[src/rtl/uart_cmd_assembler.sv]
// Pairs UART bytes (high first) into 16-bit commands and forwards response bytes to the transmitter.
// Optional partial-command timeout enabled by defining UART_CMD_TIMEOUT_EN.
module uart_cmd_assembler #(
  parameter int unsigned TIMEOUT_CYCLES = 65536
) (
  input  logic        clk,
  input  logic        rst,
  input  logic [7:0]  rx_data,
  input  logic        rx_rdy,
  output logic        clr_rx_rdy,
  output logic [15:0] cmd,
  output logic        cmd_rdy,
  input  logic        clr_cmd_rdy,
  input  logic [7:0]  resp,
  input  logic        resp_send,
  output logic [7:0]  tx_data,
  output logic        trmt,
  input  logic        tx_done,
  output logic        resp_busy,
  output logic        timeout_err
);

  typedef enum logic {IDLE, HIGH} state_t;

  state_t     state;
  logic [7:0] hi_byte;
  logic       acc;

  if (TIMEOUT_CYCLES < 2) begin : g_bad_timeout
    $error("TIMEOUT_CYCLES must be at least 2");
  end

`ifdef UART_CMD_TIMEOUT_EN
  localparam int unsigned      CW    = $clog2(TIMEOUT_CYCLES + 1);
  localparam logic [CW-1:0]    TLAST = CW'(TIMEOUT_CYCLES - 1);
  logic [CW-1:0] tcnt;
`endif

  // Masking with our own pulse stops a second capture while the receiver's rdy is still falling.
  assign acc = rx_rdy & ~clr_rx_rdy;

  always_ff @(posedge clk) begin
    if (rst) begin
      state       <= IDLE;
      hi_byte     <= '0;
      cmd         <= '0;
      cmd_rdy     <= 1'b0;
      clr_rx_rdy  <= 1'b0;
      tx_data     <= '0;
      trmt        <= 1'b0;
      resp_busy   <= 1'b0;
      timeout_err <= 1'b0;
`ifdef UART_CMD_TIMEOUT_EN
      tcnt        <= '0;
`endif
    end else begin
      clr_rx_rdy  <= 1'b0;
      trmt        <= 1'b0;
      timeout_err <= 1'b0;

      // Clear first so a completing low byte below overrides it.
      if (clr_cmd_rdy) cmd_rdy <= 1'b0;

      case (state)
        IDLE: begin
          if (acc) begin
            hi_byte    <= rx_data;
            cmd_rdy    <= 1'b0;
            clr_rx_rdy <= 1'b1;
            state      <= HIGH;
`ifdef UART_CMD_TIMEOUT_EN
            tcnt       <= '0;
`endif
          end
        end
        HIGH: begin
          if (acc) begin
            cmd        <= {hi_byte, rx_data};
            cmd_rdy    <= 1'b1;
            clr_rx_rdy <= 1'b1;
            state      <= IDLE;
          end
`ifdef UART_CMD_TIMEOUT_EN
          else if (tcnt == TLAST) begin
            hi_byte     <= '0;
            timeout_err <= 1'b1;
            state       <= IDLE;
          end else begin
            tcnt <= tcnt + 1'b1;
          end
`endif
        end
        default: state <= IDLE;
      endcase

      if (resp_send && !resp_busy) begin
        tx_data   <= resp;
        trmt      <= 1'b1;
        resp_busy <= 1'b1;
      end else if (resp_busy && tx_done) begin
        resp_busy <= 1'b0;
      end
    end
  end

endmodule
[config.mk]
export PLATFORM = sky130hd
export DESIGN_NAME = uart_cmd_assembler
export DESIGN_NICKNAME = d
export VERILOG_FILES = /design/src/rtl/uart_cmd_assembler.sv
export SDC_FILE = /design/constraint.sdc
export NUM_CORES = 1
export LEC_CHECK = 0
export CORE_UTILIZATION = 38
export DETAILED_ROUTE_END_ITERATION = 10
export PLACE_DENSITY = 0.74
export SLEW_MARGIN = 20
export SYNTH_ARGS = -nofsm -noshare
export SYNTH_HDL_FRONTEND = slang
export SYNTH_SLANG_ARGS = --single-unit
export TNS_END_PERCENT = 30
[constraint.sdc]
create_clock -name clk -period 1.2 [get_ports clk]
set_input_delay 0.18 -clock clk [delete_from_list [all_inputs] [get_ports clk]]
set_output_delay 0.18 -clock clk [all_outputs]
set_load 0.005 [all_outputs]
==> run metrics <==
Avg Inst Size Synth approximately 10 um2; cts hold-fix bufs 0; leakage power 0.912 nW; CTS max path bufs 2; register area share after synthesis 0.551; initial antenna violation count 0; die area 3780 um2; setup ws final -0.0144 ns; Die Span X approximately 60 um; Clk pin slew, worst setup/hold paths ~0.11 ns; Critical path buffers and inverters 2; worst r2r src clr_rx_rdy; fraction of layout cells with a size suffix above 1 0.229; Routed Antenna Nets 0; WL final 2680 um; cts bufs inserted 5; area leader, netlist dfxtp_1; final setup fails 1; CP Data Required Time 1.43 ns; FMAX 823 MHz; final cell count without fillers 238; Hold Path Class in2reg; Yosys top cell area share 0.551; main area contributors after synthesis dfxtp_1 55%, mux2i_1 18%, nor2_1 7.5%; first-pass GRT wire length roughly 4200 um; Worst setup SP type register; pins over their slew limit 0; nets 215; Post-Syn Area roughly 1300 um2; DP HPWL approximately 1900 um; largest net degree at the start of global routing 33; Hold Slack 0.369 ns; gr usage total 0.158; clock sink count 37; DRT Pass-1 Iters 3; CP top delay family flip-flops; Unique masters post-synth 15; WS Path Type reg2reg; commonest cells after routing, fill and taps aside 27 x nor2_1, 27 x dlygate4sd2_1, 24 x mux2i_1; Arr. time, crit path 1.44 ns; Starting DRT DRC Count 9; net count after synthesis 159; Setup Skew 0.00749 ns; row count 21; max cap viols 0; peak supply drop 0.825 mV; Clock Latency Late Sink 0.34 ns; via count 1055; CP Cell Sequence nand2b_4, inv_4, ha_4, buf_12, mux2i_1, nor2_1; worst hold start resp[6]; Critical path origin clr_rx_rdy; met2 Usage GRT 0.259; status complete, but fails checks; ANT cells 0; placed cells 227; register bit count reported by yosys 37; root cell of the clock tree clkbuf_4; CP peak stage delay 0.33 ns; vias in the first global route around 1000; Max Fanout on Critical Path 5; CORE AREA 3360 um2; met1 Use GR 0.165; GR peak layer met2; crit path capture type register; min cycle time layout 1.21 ns; Syn. warnings 0; input/output buffers 49; Final Hold Vio Count 0; drt drc 0; # H-tree levels 2; wire per inst 11.3 um; die height 61.5 um; Final Cycle Share 1.01; failing checks setup timing; Pwr Density about 1300 nW/um2; starting density of the core 0.400; Area Growth Syn to Fin 54.3%; Cells after Synth 135; Routability Congestion 0.662; CTS tree built; vias per cell 4.43; GRT overflow 0; GR Util met3 0.0798; CP max-delay cell dfxtp_2; RSZ-0062 raised after global routing yes; # IOs 51
==> layer usage <==
layer | wire [um] | up-vias
li1 | - | 543
met1 | 1120 | 464
met2 | 1260 | 41
met3 | 252 | 7
met4 | 46 | 0
met5 | 0 | -
==> layout make-up <==
class                      instances  area [um2]
clock buffer                       6        51.3
inverter                           2        10.0
sequential                        37         768
tap                               46        57.6
timing repair buffer              59         599
clock inverter                     2        37.5
fill                             328        1290
multi-input combinational         86         549
==> Yosys cell counts (all sizes together) <==
cell	number
ha	2
a21oi	10
mux2i	24
nand3b	1
buf	10
nor2	27
nand2	17
nor2b	1
inv	2
nand2b	3
conb	1
dfxtp	37
==> flip-flops by register name, summed over array words and instances, names as in the netlist <==
register	count
cmd	16
clr_rx_rdy	1
cmd_rdy	1
state	1
tx_data	8
trmt	1
resp_busy	1
hi_byte	8
==> worst min-delay path, stage by stage <==
cell             delay [ns]
clkdlybuf4s50_1        0.39
nand2_1                0.05
a21oi_1                0.05
==> logic make-up after synthesis <==
logic type,share of synthesized area
other,0.00279
AO/OA/AOI/OAI,0.0372
AND/OR/NAND/NOR,0.147
adder cells (fa/ha/maj),0.0186
multiplexers,0.179
buffers and inverters,0.0642
flip-flops,0.551
==> per-stage QoR <==
step           total power, mW  TNS (ns)  setup slack, ns  cell area, um2  utilization
2_1_floorplan             1.53    -0.143          -0.0143            1370            -
3_3_place_gp              1.72     -6.12           -0.280            1940        0.577
3_5_place_dp              1.73     -6.73           -0.311            1940        0.577
4_1_cts                   2.60         0          0.00412            2030        0.603
5_1_grt                   2.72    -0.608          -0.0541            2070        0.616
6_report                  2.59   -0.0144          -0.0144            2070        0.616
==> repair_timing <==
action / 4_1_cts / 5_1_grt
pin swaps: 0 / 1
setup buffers: 1 / 1
gates cloned: 0 / 1
endpoints found under the setup margin: 29 / 21
resized for setup: 50 / 2
==> path summary, 6_finish.rpt <==
check	cells past startpoint	to	slack [ns]
worst min register to register	2	tx_data[6]	0.46
worst max-delay path	6	cmd[5]	-0.01
worst max register to register	6	cmd[5]	-0.01
worst min-delay path	3	tx_data[6]	0.37
==> power breakdown <==
part / internal (mW) / switching [mW] / total [mW]
sequential: 1.29 / 0.0319 / 1.33
clock: 0.495 / 0.399 / 0.894
combinational: 0.226 / 0.148 / 0.375
total: 2.02 / 0.579 / 2.59
Power figures use the tool's default switching activity.
